--- config.mk ---
export PLATFORM = sky130hd
export DESIGN_NAME = queue_ctrl
export DESIGN_NICKNAME = d
export VERILOG_FILES = /design/src/rtl/queue_ctrl.sv
export SDC_FILE = /design/constraint.sdc
export NUM_CORES = 1
export LEC_CHECK = 0
export CAP_MARGIN = 0
export CORE_MARGIN = 2
export CORE_UTILIZATION = 40
export DETAILED_ROUTE_END_ITERATION = 16
export DONT_BUFFER_PORTS = 1
export PLACE_DENSITY = 0.65
export SLEW_MARGIN = 20
export SYNTH_ARGS = -nofsm -noshare
export SYNTH_HDL_FRONTEND = slang
export SYNTH_SLANG_ARGS = --single-unit
--- constraint.sdc ---
create_clock -name clock_1MHz -period 3.6 [get_ports clock_1MHz]
set_input_delay 0.54 -clock clock_1MHz [delete_from_list [all_inputs] [get_ports clock_1MHz]]
set_output_delay 0.54 -clock clock_1MHz [all_outputs]
set_load 0.05 [all_outputs]
--- src/rtl/queue_ctrl.sv ---
// Sequencer between the word deserializer and the word queue: issues single-cycle
// enqueue/dequeue commands, at most one per two cycles, with dequeue taking priority.
module queue_ctrl #(
  parameter int unsigned WORD_W = 8,
  parameter int unsigned DEPTH  = 8,
  parameter int unsigned LEN_W  = 4
) (
  input  logic              clock_1MHz,
  input  logic              rst,
  input  logic              deser_valid_in,
  input  logic [WORD_W-1:0] deser_data_in,
  output logic              deser_ack_out,
  input  logic              dequeue_in,
  input  logic [LEN_W-1:0]  q_len_in,
  input  logic [WORD_W-1:0] q_data_in,
  output logic              q_enqueue_out,
  output logic              q_dequeue_out,
  output logic [WORD_W-1:0] q_data_out,
  output logic              status_out,
  output logic [WORD_W-1:0] data_out,
  output logic              data_valid_out,
  output logic              underflow_out
);

  localparam logic [LEN_W-1:0] DEPTH_L = LEN_W'(DEPTH);

  typedef enum logic [1:0] {
    S_IDLE   = 2'd0,
    S_ENQ    = 2'd1,
    S_DEQ    = 2'd2,
    S_SETTLE = 2'd3
  } state_t;

  state_t            r_state;
  state_t            w_state_nxt;
  logic              r_deq_prev;
  logic              r_deq_pending;
  logic              r_enq;
  logic              r_deq;
  logic              r_underflow;
  logic [WORD_W-1:0] r_q_data;
  logic [WORD_W-1:0] r_data;

  logic w_deq_rise;
  logic w_has_room;
  logic w_not_empty;
  logic w_enq_nxt;
  logic w_deq_nxt;
  logic w_uf_nxt;
  logic w_pend_clr;

  assign w_deq_rise  = dequeue_in & ~r_deq_prev;
  assign w_has_room  = (q_len_in < DEPTH_L);
  assign w_not_empty = (q_len_in != '0);

  // State register
  always_ff @(posedge clock_1MHz or posedge rst) begin
    if (rst) r_state <= S_IDLE;
    else     r_state <= w_state_nxt;
  end

  // Next state and next-cycle pulse decode; dequeue outranks enqueue in IDLE
  always_comb begin
    w_state_nxt = r_state;
    w_enq_nxt   = 1'b0;
    w_deq_nxt   = 1'b0;
    w_uf_nxt    = 1'b0;
    w_pend_clr  = 1'b0;
    case (r_state)
      S_IDLE: begin
        if (r_deq_pending && w_not_empty) begin
          w_state_nxt = S_DEQ;
          w_deq_nxt   = 1'b1;
          w_pend_clr  = 1'b1;
        end else if (r_deq_pending) begin
          w_uf_nxt    = 1'b1;
          w_pend_clr  = 1'b1;
        end else if (deser_valid_in && w_has_room) begin
          w_state_nxt = S_ENQ;
          w_enq_nxt   = 1'b1;
        end
      end
      S_ENQ:    w_state_nxt = S_SETTLE;
      S_DEQ:    w_state_nxt = S_SETTLE;
      S_SETTLE: w_state_nxt = S_IDLE;
      default:  w_state_nxt = S_IDLE;
    endcase
  end

  // Registered pulses, data holding registers and dequeue request tracking
  always_ff @(posedge clock_1MHz or posedge rst) begin
    if (rst) begin
      r_deq_prev    <= 1'b1;
      r_deq_pending <= 1'b0;
      r_enq         <= 1'b0;
      r_deq         <= 1'b0;
      r_underflow   <= 1'b0;
      r_q_data      <= '0;
      r_data        <= '0;
    end else begin
      r_deq_prev  <= dequeue_in;
      r_enq       <= w_enq_nxt;
      r_deq       <= w_deq_nxt;
      r_underflow <= w_uf_nxt;
      if (w_deq_rise)      r_deq_pending <= 1'b1;
      else if (w_pend_clr) r_deq_pending <= 1'b0;
      if (w_enq_nxt) r_q_data <= deser_data_in;
      if (w_deq_nxt) r_data   <= q_data_in;
    end
  end

  assign q_enqueue_out  = r_enq;
  assign deser_ack_out  = r_enq;
  assign q_dequeue_out  = r_deq;
  assign data_valid_out = r_deq;
  assign underflow_out  = r_underflow;
  assign q_data_out     = r_q_data;
  assign data_out       = r_data;
  assign status_out     = (r_state == S_IDLE) && w_has_room;

endmodule
==> results.md, run 1 <==
* Fmax achieved at 498 MHz
* Resized cells post-CTS at 0
* Area enclosed by the die boundary at 2670 µm²
* Met1 routing resource usage after global routing at 0.147
* Final Net Count at 87
* Number of endpoints failing setup at the final stage at 0
* Routed via count divided by cell count at 5.15
* ANT nets after route at 0
* IO Count at 46
* Initial standard-cell utilization of the core at 0.415
* Clock transition time at the flip-flop clock pins of the worst setup and hold paths at 0.12 ns
* Largest buffer count on any clock path at 2
* Biggest fanout along the worst timing path at 9
* Number of max-slew violations in the final report at 0
* Area inside the core boundary at 2190 µm²
* Distinct cells, synth at 19
* Setup slack on the worst flop-to-flop path at 1.59 ns
* Number of global-route vias before repair at 505
* HPWL after detailed placement at 1080 µm
* Proportion of synthesized flip-flops having asynchronous set or reset at 1.00
* Main flop type after synthesis: sky130_fd_sc_hd__dfrtp_1
* Area Growth Syn to Fin at 3.30%
* GP Congestion at 0.640
* Root Driver: sky130_fd_sc_hd__clkbuf_4
* Wire length of the first global-routing pass at 2290 µm
* Syn Nets at 86
* CTS Buf Count at 3
* Mean instance size in the synthesized netlist at 14.9 µm²
* Reg-to-reg endpoint: q_data_out[0]$_DFFE_PP0P_
* Cell type with the highest aggregate area in the netlist: sky130_fd_sc_hd__dfrtp_1
* Crit path arrival time at 2.21 ns
* Startpoint of the worst-slack reg-to-reg timing path: r_state[0]$_DFFE_PP0P_
* Final wirelength at 1420 µm
* Violation count after the first detailed-routing iteration at 0
* Routed vias at 458
* Clock sink total at 23
* Fin crit share at 0.557
* Number of cells produced by synthesis at 61
* Number of hold-slack violations in the final timing report at 0
* CTS tree: yes
* ANT cells at 0
* Capture endpoint of the worst hold path: r_deq_prev$_DFF_PP1_
* Period minus WS final at 2.01 ns
* Pre-antenna DRT Iters at 1
* CTS H-tree depth at 1
* Worst reg2reg path depth at 5
* Met3 usage in global routing at 0.0345
* Worst-Skew Late Latency at 0.30 ns
* Grt peak-use layer: met2
* Die X at 51.7 µm
* Initial antenna violation count at 0
* Unrepaired setup endpoints after global routing: false
* Die Y-Extent at 51.7 µm
* Met2 Resource Use GR at 0.186
* Synth area leaders: sky130_fd_sc_hd__dfrtp_1 61%, sky130_fd_sc_hd__mux2_2 20%, sky130_fd_sc_hd__dfstp_2 2.9%
* EDFF count, synth at 0
* Largest net degree at the start of global routing at 24
* Final clock skew at 0.00525 ns
* CTS hold repair buffers at 0
* Post-synthesis instance area at 910 µm²
* Post-CTS repair timing setup buffer count at 0
* Nature of the critical path startpoint: flop
* Maximum Capacitance Violations at 0
* Hold path depth at 0
* Data required time of the critical path at 3.80 ns
* Kind of end point of the critical path: flop
* Number of DRC violations after detailed routing at 0
* Number of buffer cells added on primary ports at 0
* Gr usage total at 0.115
* Crit Path Category: flop to flop
* Path category of the worst min-delay check: input port to flop
* Seq cells post-synth at 23
* Sequential share of the synthesized area at 0.634
* Worst relative slew slack at 0.420
* Setup Total Neg Slack at 0 ns
* Synth warnings at 0
* Top cell type's share of synthesized area at 0.605
* Run status: complete, no violations
* Site Rows at 17
* Slew at the pin closest to its max-slew limit at 0.871 ns
* Worst hold start: dequeue_in
* Fraction of final layout cells sized beyond drive strength 1 at 0.377
* Final global-route overflow total at 0
* Routed wire length per instance at 16.0 µm
==> cell usage in the layout, fill, tap and decap left out <==
master / instances
sky130_fd_sc_hd__clkbuf_4: 3
sky130_fd_sc_hd__nor2b_1: 1
sky130_fd_sc_hd__nor2_1: 2
sky130_fd_sc_hd__dfrtp_1: 22
sky130_fd_sc_hd__and3_1: 1
sky130_fd_sc_hd__dfstp_2: 1
sky130_fd_sc_hd__nand3b_1: 1
sky130_fd_sc_hd__nand2_1: 1
sky130_fd_sc_hd__or4_4: 1
sky130_fd_sc_hd__clkbuf_1: 1
sky130_fd_sc_hd__mux2_2: 16
sky130_fd_sc_hd__inv_1: 5
sky130_fd_sc_hd__o22ai_1: 1
sky130_fd_sc_hd__and2b_2: 1
sky130_fd_sc_hd__a311o_1: 1
sky130_fd_sc_hd__nor2b_4: 1
sky130_fd_sc_hd__a311oi_1: 1
sky130_fd_sc_hd__ha_1: 1
==> state kept, by name, indices dropped and copies added, names as in the netlist <==
signal	flops
data_out	8
data_valid_out	1
q_data_out	8
r_deq_prev	1
underflow_out	1
r_deq_pending	1
deser_ack_out	1
r_state	2
==> per-layer routing <==
layer | up-vias | part of all wire | routed length (µm)
li1 | 204 | - | -
met1 | 227 | 0.38 | 544
met2 | 27 | 0.53 | 756
met3 | 0 | 0.086 | 122
met4 | 0 | 0 | 0
met5 | - | 0 | 0
==> Yosys cell counts, drive strengths merged, types with 2 or more instances <==
cell and instances:
dfrtp 22, mux2 16, inv 5, buf 4
nor2 2, nor2b 2
==> stage by stage <==
stage / instance area (µm²) / worst slack (ns) / cells / utilization / hold slack, ns
after floorplan: 910 / 1.81 / 61 / - / 0.470
after global placement: 913 / 1.64 / 85 / 0.417 / 0.493
after detailed placement: 913 / 1.57 / 85 / 0.417 / 0.504
after CTS: 940 / 1.56 / 89 / 0.429 / 0.206
after global routing: 940 / 1.45 / 89 / 0.429 / 0.186
final: 940 / 1.59 / 89 / 0.429 / 0.219
==> logic make-up (layout without fill, tap and decap cells) <==
family	count (synthesis)	after routing	share of synthesized area
flops	23	23	0.634
mux	16	16	0.198
simple gates	9	9	0.0715
buf+inv	9	9	0.0550
compound gates	3	3	0.0275
fa+ha+maj	1	1	0.0138
==> cell type report <==
type	instances	area, µm²
tap	28	35.0
inverter	5	18.8
fill	218	1250
clock buffer	4	26.3
sequential	23	577
multi-input combinational	29	283
==> critical path: stages (launching register included) <==
cell,delay [ns]
sky130_fd_sc_hd__dfrtp_1,0.38
sky130_fd_sc_hd__inv_1,0.08
sky130_fd_sc_hd__ha_1,0.26
sky130_fd_sc_hd__and2b_2,0.36
sky130_fd_sc_hd__and3_1,0.44
sky130_fd_sc_hd__mux2_2,0.39
==> worst max-delay path by stage <==
| stage | start | endpoint | slack, ns | depth (start not counted) |
|---|---|---|---|---|
| floorplan | r_state[0]$_DFFE_PP0P_ | q_data_out[0]$_DFFE_PP0P_ | 1.81 | 6 |
| detailed placement | r_state[0]$_DFFE_PP0P_ | q_data_out[0]$_DFFE_PP0P_ | 1.57 | 5 |
| global placement | r_state[0]$_DFFE_PP0P_ | q_data_out[1]$_DFFE_PP0P_ | 1.64 | 5 |
| global route | r_state[0]$_DFFE_PP0P_ | q_data_out[0]$_DFFE_PP0P_ | 1.45 | 5 |
| finish | r_state[0]$_DFFE_PP0P_ | q_data_out[0]$_DFFE_PP0P_ | 1.59 | 5 |
| CTS | r_state[0]$_DFFE_PP0P_ | q_data_out[0]$_DFFE_PP0P_ | 1.56 | 5 |
Power of run 1 is left out: the tool's default activity adds up to more than one toggle a clock period on the data nets, which glitch-free logic cannot reach.
==> inputs of run 2 (changes only) <==
PLACE_DENSITY = 0.67   (was 0.65)
clock period = 1.6 ns   (was 3.6 ns; I/O delays follow)
==> run 2 against run 1 <==
  * Critical path depth down 1
  * Clock-buffer cell count down 1
  * Sequential share of layout area down 5.4 points
  * Register-to-register slack worse by 1.5 ns
  * First-iteration DRC count unchanged
  * Cell area up 9.6%
  * Utilization up 4.1 points
  * Worst hold slack worse by 0.16 ns
  * Non-clock buffer count up 7
  * Via count up 3.9%
  * Global-route usage down 0.59 points
==> results.md, run 2 (synthesized netlist as in run 1, its figures left out) <==
* Fin crit share at 0.946
* Crit Path Category: flop to output pin (was flop to flop)
* Final design utilization at 0.470 (was 0.429)
* Count of fill cells added during filler insertion at 204 (was 218)
* Standard cell area after detailed placement at 962 µm² (was 913 µm²)
* Kind of end point of the critical path: output pin (was flop)
* ANT cells at 0 (unchanged)
* Fraction of final layout cells sized beyond drive strength 1 at 0.485 (was 0.377)
* Peak per-stage delay on the critical path at 0.39 ns (was 0.44 ns)
* Worst relative slew slack at 0.666 (was 0.420)
* Startpoint of the worst-slack reg-to-reg timing path: r_state[0]$_DFFE_PP0P_ (unchanged)
* Number of DRC violations after detailed routing at 0 (unchanged)
* CP max stage cell: sky130_fd_sc_hd__dfrtp_1 (was sky130_fd_sc_hd__and3_1)
* Reg-to-reg endpoint: q_data_out[5]$_DFFE_PP0P_ (was q_data_out[0]$_DFFE_PP0P_)
* Worst hold start: dequeue_in (unchanged)
* Number of global-route vias before repair at 506 (was 505)
* Crit path arrival time at 1.27 ns (was 2.21 ns)
* Capture endpoint of the worst hold path: r_deq_pending$_DFFE_PP0P_ (was r_deq_prev$_DFF_PP1_)
* Nature of the critical path startpoint: flop (unchanged)
* Unrepaired setup endpoints after global routing: false (unchanged)
* Number of max-slew violations in the final report at 0 (unchanged)
* IO Count at 46 (unchanged)
* Initial antenna violation count at 0 (unchanged)
* Maximum Capacitance Violations at 0 (unchanged)
* Violation count after the first detailed-routing iteration at 0 (unchanged)
* CTS H-tree depth at 1 (unchanged)
* CTS Buf Count at 3 (unchanged)
* Slew at the pin closest to its max-slew limit at 0.500 ns (was 0.871 ns)
* Routed via count divided by cell count at 4.96 (was 5.15)
* HPWL after detailed placement at 1070 µm (was 1080 µm)
* Area of all placed cells without fillers at 1030 µm² (was 940 µm²)
* Routed wire length per instance at 14.3 µm (was 16.0 µm)
* Period minus WS final at 1.51 ns
* Area inside the core boundary at 2190 µm² (unchanged)
* Data required time of the critical path at 1.36 ns (was 3.80 ns)
* Final clock skew at 0.00752 ns (was 0.00525 ns)
* Clock sink total at 23 (unchanged)
* Routed wl met3 at 176 µm (was 122 µm)
* Number of hold-slack violations in the final timing report at 0 (unchanged)
* Setup slack on the worst flop-to-flop path at 0.10 ns (was 1.59 ns)
* Site Rows at 17 (unchanged)
* Final global-route overflow total at 0 (unchanged)
* Top routing layer in use: met3 (unchanged)
* Most frequent cells in the layout: 22 x sky130_fd_sc_hd__dfrtp_1, 16 x sky130_fd_sc_hd__mux2_2, 4 x sky130_fd_sc_hd__buf_4 (was 22 x sky130_fd_sc_hd__dfrtp_1, 16 x sky130_fd_sc_hd__mux2_2, 5 x sky130_fd_sc_hd__inv_1)
* Largest net degree at the start of global routing at 15 (was 24)
* Footprint of the flip-flops and latches at 577 µm² (unchanged)
* Fmax achieved at 661 MHz
* Area enclosed by the die boundary at 2670 µm² (unchanged)
* Hold path depth at 2 (was 0)
* Die X at 51.7 µm (unchanged)
* Path category of the worst min-delay check: input port to flop (unchanged)
* Setup Total Neg Slack at 0 ns (unchanged)
* Final wirelength at 1370 µm (was 1420 µm)
* Root Driver: sky130_fd_sc_hd__clkbuf_4 (unchanged)
* GP Congestion at 0.637 (was 0.640)
* Worst-Skew Late Latency at 0.30 ns (about the same)
* Biggest fanout along the worst timing path at 7 (was 9)
* Critical path, cell by cell: inv_2 > ha_4 > and2b_4 > buf_4 (was inv_1 > ha_1 > and2b_2 > and3_1 > mux2_2)
* Gr usage total at 0.109 (was 0.115)
* Most frequent standard cell in the layout excluding fill and tap cells: sky130_fd_sc_hd__dfrtp_1 (unchanged)
* ANT nets after route at 0 (unchanged)
* Wire length of the first global-routing pass at 2080 µm (was 2290 µm)
* Number of endpoints failing setup at the final stage at 0 (unchanged)
* Pre-antenna DRT Iters at 1 (unchanged)
* Hold WS at 0.0621 ns (was 0.219 ns)
* Largest buffer count on any clock path at 2 (unchanged)
* Final Net Count at 94 (was 87)
* Clock transition time at the flip-flop clock pins of the worst setup and hold paths at 0.12 ns (about the same)
* Wire length on met2 at 677 µm (was 756 µm)
* Routed vias at 476 (was 458)
* Area Growth Syn to Fin at 13.2% (was 3.30%)
* Met1 WL at 515 µm (was 544 µm)
* Area taken by multi-input logic gates at 302 µm² (was 283 µm²)
* Initial standard-cell utilization of the core at 0.415 (unchanged)
* Die Y-Extent at 51.7 µm (unchanged)
* Number of buffer cells added on primary ports at 0 (unchanged)
* Worst reg2reg path depth at 5 (unchanged)
* CTS tree: yes (unchanged)
* Run status: complete, no violations (unchanged)
==> run 2: cell types whose count changed in the layout (fill, tap and decap cells not counted), sizes merged <==
cell | previous run | this run
dlygate4sd3 | 0 | 2
clkbuf | 4 | 3
buf | 0 | 5
clkinv | 0 | 1
==> run 2: routing by layer <==
| layer | vias to the layer above | global-route usage |
|---|---|---|
| met4 | 0 | 0.0132 |
| li1 | 219 | - |
| met5 | - | 0 |
| met3 | 0 | 0.0661 |
| met2 | 36 | 0.190 |
| met1 | 221 | 0.116 |
==> run 2: how the worst max path moves through the flow <==
stage,from,end,slack (ns),cells after the start
after floorplan,r_state[0]$_DFFE_PP0P_,q_data_out[0]$_DFFE_PP0P_,-0.002,6
final,r_state[0]$_DFFE_PP0P_,status_out,0.09,4
after detailed placement,r_state[0]$_DFFE_PP0P_,data_out[2]$_DFFE_PP0P_,0.08,5
after CTS,r_state[0]$_DFFE_PP0P_,status_out,0.06,4
after global routing,r_state[0]$_DFFE_PP0P_,status_out,0.01,4
after global placement,r_state[0]$_DFFE_PP0P_,data_out[7]$_DFFE_PP0P_,0.12,5
==> run 2: cell type report <==
cell class / count / area share
multi-input combinational: 29 / 0.293
tap: 28 / 0.0340
inverter: 5 / 0.0182
sequential: 23 / 0.560
clock buffer: 3 / 0.0219
clock inverter: 1 / 0.00486
timing repair buffer: 7 / 0.0680
==> run 2: critical path, delay by kind of cell (launching register included) <==
kind,cells,cell delay (ns)
flops,1,0.39
simple gates,1,0.15
fa+ha+maj,1,0.17
buf+inv,2,0.27
==> run 2: metrics by stage <==
step	cells	setup slack, ns
floorplan	61	-0.00180
global placement	89	0.118
CTS	95	0.0606
detailed placement	89	0.0811
global route	96	0.0105
finish	96	0.0869
==> run 2: what timing repair did <==
action                     in CTS  in global routing
hold buffers                    2                  0
setup buffers                   0                  1
hold endpoints to repair       13                  0
setup endpoints to repair       0                  1
gates resized for setup         0                  0
Power of run 2 is left out for the same reason.
